$ cat src/rtl/uart_mem_pkg.sv
// Shared types for the UART-loader / CPU memory arbiter: FSM states, grant encoding, RAM size.
package uart_mem_pkg;

  localparam int RAM_ADDR_WIDTH = 12;

  typedef enum logic [1:0] {
    IDLE,
    ACCESS,
    RESP
  } state_t;

  typedef enum logic {
    GNT_CPU,
    GNT_LDR
  } gnt_t;

endpackage

$ cat src/rtl/mem_arb_pick.sv
// Combinational 2-way picker: a lone requester always wins; on a tie prio_ldr decides.
module mem_arb_pick
  import uart_mem_pkg::*;
(
  input  logic cpu_valid,
  input  logic ldr_valid,
  input  logic prio_ldr,
  output gnt_t gnt
);

  always_comb begin
    gnt = GNT_CPU;
    if (ldr_valid && (!cpu_valid || prio_ldr)) gnt = GNT_LDR;
  end

endmodule

$ cat src/rtl/uart_mem_arbiter.sv
// Arbitrates the CPU and UART loader onto one single-port synchronous RAM (IDLE/ACCESS/RESP).
// Optional macro ARB_ROUND_ROBIN_EN: ties alternate instead of using LoaderFirst.
module uart_mem_arbiter
  import uart_mem_pkg::*;
#(
  parameter int AddrWidth   = RAM_ADDR_WIDTH,
  parameter bit LoaderFirst = 1'b1
) (
  input  logic                 clk_i,
  input  logic                 reset_i,
  input  logic                 cpu_valid_i,
  input  logic [31:0]          cpu_addr_i,
  input  logic [31:0]          cpu_wdata_i,
  input  logic [3:0]           cpu_wstrb_i,
  output logic                 cpu_ready_o,
  output logic [31:0]          cpu_rdata_o,
  input  logic                 ldr_valid_i,
  input  logic [31:0]          ldr_addr_i,
  input  logic [31:0]          ldr_wdata_i,
  input  logic [3:0]           ldr_wstrb_i,
  output logic                 ldr_ready_o,
  output logic [31:0]          ldr_rdata_o,
  output logic                 ram_en_o,
  output logic [3:0]           ram_we_o,
  output logic [AddrWidth-1:0] ram_addr_o,
  output logic [31:0]          ram_wdata_o,
  input  logic [31:0]          ram_rdata_i,
  output logic                 err_o,
  output state_t               dbg_state
);

  state_t      state, state_next;
  gnt_t        gnt_pick, gnt_q;
  logic        prio_ldr;
  logic        any_valid, grant_now;
  logic [31:0] sel_addr, sel_wdata;
  logic [3:0]  sel_wstrb, wstrb_q;
  logic        sel_oor, oor_q, resp_read;
  logic        unused_addr_bits;

  assign any_valid = cpu_valid_i | ldr_valid_i;
  assign grant_now = (state == IDLE) && any_valid;

`ifdef ARB_ROUND_ROBIN_EN
  logic last_ldr;

  // Reset value "CPU served last" lets the loader win the first tie.
  always_ff @(posedge clk_i) begin
    if (reset_i)        last_ldr <= 1'b0;
    else if (grant_now) last_ldr <= (gnt_pick == GNT_LDR);
  end

  assign prio_ldr = !last_ldr;
`else
  assign prio_ldr = LoaderFirst;
`endif

  mem_arb_pick u_pick (
    .cpu_valid (cpu_valid_i),
    .ldr_valid (ldr_valid_i),
    .prio_ldr  (prio_ldr),
    .gnt       (gnt_pick)
  );

  assign sel_addr  = (gnt_pick == GNT_LDR) ? ldr_addr_i  : cpu_addr_i;
  assign sel_wdata = (gnt_pick == GNT_LDR) ? ldr_wdata_i : cpu_wdata_i;
  assign sel_wstrb = (gnt_pick == GNT_LDR) ? ldr_wstrb_i : cpu_wstrb_i;
  assign sel_oor   = |sel_addr[31:AddrWidth+2];
  assign unused_addr_bits = ^{cpu_addr_i[1:0], ldr_addr_i[1:0]};

  always_comb begin
    state_next = state;
    case (state)
      IDLE:    if (any_valid) state_next = ACCESS;
      ACCESS:  state_next = RESP;
      RESP:    state_next = IDLE;
      default: state_next = IDLE;
    endcase
  end

  always_ff @(posedge clk_i) begin
    if (reset_i) begin
      state       <= IDLE;
      gnt_q       <= GNT_CPU;
      wstrb_q     <= '0;
      oor_q       <= 1'b0;
      err_o       <= 1'b0;
      ram_en_o    <= 1'b0;
      ram_we_o    <= '0;
      ram_addr_o  <= '0;
      ram_wdata_o <= '0;
    end else begin
      state <= state_next;
      // RAM outputs are loaded on the grant edge so they are live exactly for ACCESS.
      if (grant_now) begin
        gnt_q       <= gnt_pick;
        wstrb_q     <= sel_wstrb;
        oor_q       <= sel_oor;
        ram_en_o    <= !sel_oor;
        ram_we_o    <= sel_oor ? 4'h0 : sel_wstrb;
        ram_addr_o  <= sel_oor ? '0 : sel_addr[AddrWidth+1:2];
        ram_wdata_o <= sel_oor ? '0 : sel_wdata;
        if (sel_oor) err_o <= 1'b1;
      end else begin
        ram_en_o    <= 1'b0;
        ram_we_o    <= '0;
        ram_addr_o  <= '0;
        ram_wdata_o <= '0;
      end
    end
  end

  assign resp_read   = (state == RESP) && !oor_q && (wstrb_q == 4'h0);
  assign cpu_ready_o = (state == RESP) && (gnt_q == GNT_CPU);
  assign ldr_ready_o = (state == RESP) && (gnt_q == GNT_LDR);
  assign cpu_rdata_o = (cpu_ready_o && resp_read) ? ram_rdata_i : 32'h0;
  assign ldr_rdata_o = (ldr_ready_o && resp_read) ? ram_rdata_i : 32'h0;
  assign dbg_state   = state;

endmodule

$ cat config.mk
export PLATFORM = sky130hd
export DESIGN_NAME = uart_mem_arbiter
export DESIGN_NICKNAME = d
export VERILOG_FILES = /design/src/rtl/uart_mem_pkg.sv /design/src/rtl/mem_arb_pick.sv /design/src/rtl/uart_mem_arbiter.sv
export SDC_FILE = /design/constraint.sdc
export NUM_CORES = 1
export LEC_CHECK = 0
export CORE_AREA = 4 4 110 112
export DETAILED_ROUTE_END_ITERATION = 7
export DIE_AREA = 0 0 114 116
export GPL_TIMING_DRIVEN = 0
export HOLD_SLACK_MARGIN = 0.08
export PLACE_DENSITY = 0.71
export REMOVE_ABC_BUFFERS = 1
export SLEW_MARGIN = 30
export SYNTH_ARGS = -nofsm -noshare
export SYNTH_HDL_FRONTEND = slang
export SYNTH_SLANG_ARGS = --single-unit
$ cat constraint.sdc
create_clock -name clk_i -period 4.16 [get_ports clk_i]
set_input_delay 0.416 -clock clk_i [delete_from_list [all_inputs] [get_ports clk_i]]
set_output_delay 0.416 -clock clk_i [all_outputs]
set_load 0.005 [all_outputs]
[Word-level counts from Yosys, hierarchy flattened]
Index checks and enable logic that the tools add are counted.
Storage, ports and cells
  flip-flop bits (word level): 58
  input port bits: 172
  output and inout port bits: 118
  word-level logic and storage cells: 38
Operators by class
  equal/unequal tests: 3
  muxes and demuxes: 8
  bitwise logic cells: 3
  reductions and logical operators: 15
Operators with widths (count)
  two-way mux 32 bit: 4
  OR reduction 20 bit: 1
  OR reduction 18 bit: 1
  logical AND 1 bit: 7
  zero test 4 bit: 1
  two-way mux 4 bit: 1
  case mux 2 bit (2 select lines): 1
  == test 2 x 1 -> 1 bit (second input constant): 1
  == test 2 bit (second input constant): 1
  zero test 1 bit: 2
  zero test 2 bit: 1
  two-way mux 2 bit: 1
  != test 2 bit (second input constant): 1
  NOT 1 bit: 2
  AND reduction 2 bit: 1
  OR reduction 2 bit: 1
  two-way mux 1 bit: 1
  OR 1 bit: 1

[Longest topological paths before layout]
  depth after elaboration: 5
  gate-level depth with buffers: 7
  gate-level depth less buffers: 4

[By module]
From an unflattened synthesis, not the netlist that was laid out.
Second synthesis, totals
  cells, all modules: 287
  area total of the unflattened synthesis: 2668.8 µm²
Modules (own cells, without submodules)
  uart_mem_arbiter: instances 1, cells each 285, area each 2657.5 µm², seq. area each 1161.1 µm²
  mem_arb_pick: instances 1, cells each 2, area each 11.3 µm², seq. area each 0.0 µm²

[Least setup slack after synthesis]
OpenSTA, ideal clock, no wires.
  kind: input-to-reg
  start: input ldr_valid_i
  end: register ram_addr_o[10]
  library setup time: 0.064 ns
  arrival: 1.691 ns
  required time: 4.096 ns
  setup slack: 2.405 ns
  stages: 7
  buffers on the path: 3
  cell sequence: buf_4 -> nor4_1 -> nand4_1 -> a221o_1 -> buf_6 -> buf_6 -> nor2_1
Between the ends
  longest elaborated chain between the ends: 4
  elaborated cells between the ends (all ways): 6
  classes of those cells: 2 x mux; 2 x bitwise; 2 x reduce/logical
Ends and longest elaborated chain
  start: declaration: line uart_mem_arbiter.sv:17  | input logic ldr_valid_i,
  OR 1 bit: line uart_mem_arbiter.sv:41  | assign any_valid = cpu_valid_i | ldr_valid_i;
  logical AND 1 bit: line uart_mem_arbiter.sv:42  | assign grant_now = (state == IDLE) && any_valid;
  NOT 1 bit (no source line)
  OR reduction 20 bit (no source line)
  end signal: assignment: line uart_mem_arbiter.sv:101  | ram_addr_o <= sel_oor ? '0 : sel_addr[AddrWidth+1:2];
  end: declaration: line uart_mem_arbiter.sv:25  | output logic [AddrWidth-1:0] ram_addr_o,
Parallel ways exist; a longest one is shown, timed or not.
A chain may end at the register's enable or synchronous reset.

[Worst setup path after layout]
  start: register state[1], in the netlist dbg_state[1]
  end: output cpu_rdata_o[9]
Between the ends
  longest elaborated chain between the ends: 5
  elaborated cells between the ends (all ways): 6
  classes of those cells: 1 x eq/ne; 1 x mux; 4 x reduce/logical
Ends and longest elaborated chain
  start: declaration: line uart_mem_arbiter.sv:32  | state_t state, state_next;
  start signal: assignment: line uart_mem_arbiter.sv:93  | state <= state_next;
  == test 2 bit (*): line uart_mem_arbiter.sv:113, uart_mem_arbiter.sv:114
  logical AND 1 bit (2 in a row): line uart_mem_arbiter.sv:113  | assign resp_read = (state == RESP) && !oor_q && (wstrb_q == 4'h0);
  logical AND 1 bit (*): line uart_mem_arbiter.sv:116  | assign cpu_rdata_o = (cpu_ready_o && resp_read) ? ram_rdata_i : 32'h0;
  two-way mux 32 bit (*): line uart_mem_arbiter.sv:116
  end: declaration: line uart_mem_arbiter.sv:16  | output logic [31:0] cpu_rdata_o,
Every way passes the cells marked *; elsewhere a longest branch is shown, timed or not.

==> flow_metrics.tcl <==
set metrics [dict create \
    outcome "finished, final reports clean" \
    yosys.area_share.simple_pct 29.8 \
    hp-start "wstrb_q[1]" \
    antenna_left 0 \
    path_delay_family "simple AND/OR/NAND/NOR gates" \
    overflow 0 \
    design_area_um2 5880 \
    r2r-start "dbg_state[1]" \
    power_per_cell_area_nw_per_um2 259 \
    setup_viol 0 \
    cts.clk_slew.worst_paths_ns 0.05 \
    post_route_cells_drive_above_1_share_pct 4.03 \
    arrival_ns 2.58 \
    rsz0062_at_grt "false" \
    hold_depth 2 \
    hold_viol 0 \
    cts_inserted_buffers 9 \
    mostFrequentLayoutCells "clkdlybuf4s50_1 (284), and2_1 (65), nor2_1 (59)" \
    clock_skew_ns 0.00511 \
    fmax_mhz 334 \
    cts_sinks 58 \
    ys_types 21 \
    grt_pass1_vias 3120 \
    layout_setup_ws_ns 1.16 \
    filler_cell_count 1041 \
    grt_pass1_wl_um 15600 \
    diodes 0 \
    whs_endpoint "wstrb_q[1]" \
    antenna_found_initial 0 \
    slowest_delay_ns 0.70 \
    relSlewSlack_pct 40.4 \
    worstPathMaxFanout 32 \
    dp_hpwl_um 9170 \
    ctsLongestPathBuffers 2 \
    crit_chain "nor4b_1 -> nand2_1 -> nor2_2 -> and2_1 -> clkdlybuf4s50_1" \
    syn_area_per_cell_um2 9.03 \
    hold_buffers 0 \
    timing.setup.tns_ns 0 \
    ys_seq_area_share_pct 44.8 \
    core_area_um2 11200 \
    clockRootBuffer "clkbuf_16" \
    grt_usage_pct 15.3 \
    crit_slowest_cell "nor2_2" \
    tritoncts "yes" \
    rows 39 \
    cap_violations 0 \
    syn-cell-area_um2 2590 \
    dpl_cell_area_um2 5590 \
    finalCritPeriodShare_pct 72.0 \
    met1_usage_pct 13.5 \
    pre_cts_slack_ns 1.43 \
    dr.pass1.iters 4 \
    muxShareOfSynthArea_pct 18.5 \
    synthAdderAreaFrac_pct 0 \
    reg2regPathDepth 5 \
    rrSetupSlack_ns 2.52 \
    layout.nets 739 \
    use_met2_pct 29.2 \
    ir_drop_mv 0.172 \
    layout_commonest_cell "clkdlybuf4s50_1" \
    r2r-end "ram_addr_o[11]" \
    numPortBuffers 285 \
    htree_levels 3 \
    ys_warn_count 0 \
    syn_to_final_growth_pct 127 \
    synthXorXnorAreaFrac_pct 0 \
    synth_compound_area_share_pct 2.75 \
    die_w_um 114 \
    ys_seq_elements 58 \
    grt_max_degree 36 \
    post-route-min-period_ns 3.00 \
    vias_per_cell 4.26 \
    drt_iter0_drc 94 \
    io_pins 290 \
    route.detailed.drc 0 \
    p_leak_nw 2.33 \
    grt_busiest_layer "met2" \
    critPathRequiredTime_ns 3.74 \
    criticalPathCategory "reg -> out" \
    cts-resized-gates 0 \
    wl_per_cell_um 15.0 \
    die_y_um 116 \
    gp_congestion 0.854 \
    slew_viol_final 0 \
    end_kind "output port" \
    hold_class "reg -> reg" \
    cts_setup_buffers 0 \
    startpoint_type "register" \
    use_met3_pct 7.83 \
    initial_core_util_pct 23.1 \
    wl_um 10700 \
    synth_top_family_by_area "simple AND/OR/NAND/NOR gates" \
    postSynthCellCount 287 \
    vias 3043 \
    clock_latency_ns 0.32 \
    die_area_um2 13200 \
    cp.buffers_inverters 1 \
    worstMarginPinSlew_ns 0.893 \
]
## where the power goes
part	total [W]	internal, W	switching, W
Combinational	0.000256	0.000185	0.0000705
Clock	0.000696	0.000461	0.000235
Sequential	0.000572	0.000566	0.00000672
## cell type report
cell class              instances  area, um2  share of cell area, %
repair buffers                288       2900                   49.4
clock inverters                 2       10.0                  0.170
well taps                     143        179                   3.04
flip-flops and latches         58       1160                   19.8
inverters                       4       15.0                  0.255
clock buffers                  13        280                   4.77
multi-input cells             206       1330                   22.6
## synth_stat cells, drive strengths merged
master | n | share of area (%)
mux2i | 48 | 19
dfxtp | 58 | 45
a221oi | 1 | 0.34
nor2 | 61 | 8.8
clkbuf | 14 | 2.0
nor3b | 3 | 0.87
nand3 | 2 | 0.39
nor3 | 5 | 0.97
nor4 | 5 | 1.2
a211oi | 5 | 1.4
inv | 4 | 0.58
nand4 | 2 | 0.48
buf | 5 | 1.5
nor4b | 2 | 0.68
and2 | 65 | 16
or2 | 1 | 0.24
nand2 | 3 | 0.43
a221o | 1 | 0.39
a22oi | 2 | 0.58
## worst min-delay path, stage by stage, from the launching register on
cell and delay, ns:
dfxtp_1 0.30, nor2_1 0.09, a211oi_1 0.05
## stage by stage
stage	util, %	hold slack [ns]	power (W)	std cells
2_1_floorplan	-	0.473	0.000638	268
3_3_place_gp	49.3	0.490	0.000841	696
3_5_place_dp	49.8	0.497	0.000842	699
4_1_cts	52.4	0.506	0.00155	714
5_1_grt	52.4	0.536	0.00159	714
6_report	52.4	0.499	0.00152	714
## kinds of logic (layout without fill, tap and decap cells)
kind of cell,Yosys count,after routing
AO/OA/AOI/OAI,9,9
flip-flops,58,58
buffers and inverters,23,307
multiplexers,48,48
AND/OR/NAND/NOR,149,149
## how the worst max path moves through the flow
stage                       startpoint        endpoint  slack, ns  depth (start not counted)
final                     dbg_state[1]  cpu_rdata_o[9]       1.16                          5
after global routing      dbg_state[1]  cpu_rdata_o[9]       0.95                          5
after CTS                 dbg_state[1]  cpu_rdata_o[9]       1.08                          5
after detailed placement  dbg_state[1]  cpu_rdata_o[9]       1.43                          5
after global placement     ldr_valid_i  ram_addr_o[11]      -1.10                          5
after floorplan           dbg_state[1]  ldr_rdata_o[0]       2.16                          4
## state kept, by name (all words and copies together), names as in the netlist
register and cells:
ram_wdata_o 32, ram_addr_o 12, ram_we_o 4, wstrb_q 4, dbg_state 2, err_o 1
gnt_q 1, oor_q 1, ram_en_o 1
## layer usage
layer | part of all wire [%] | vias to the layer above
li1 | - | 1507
met1 | 33 | 1334
met2 | 51 | 182
met3 | 13 | 20
met4 | 2.6 | 0
met5 | 0 | -
No activity file was read; power rests on OpenSTA's default activity.
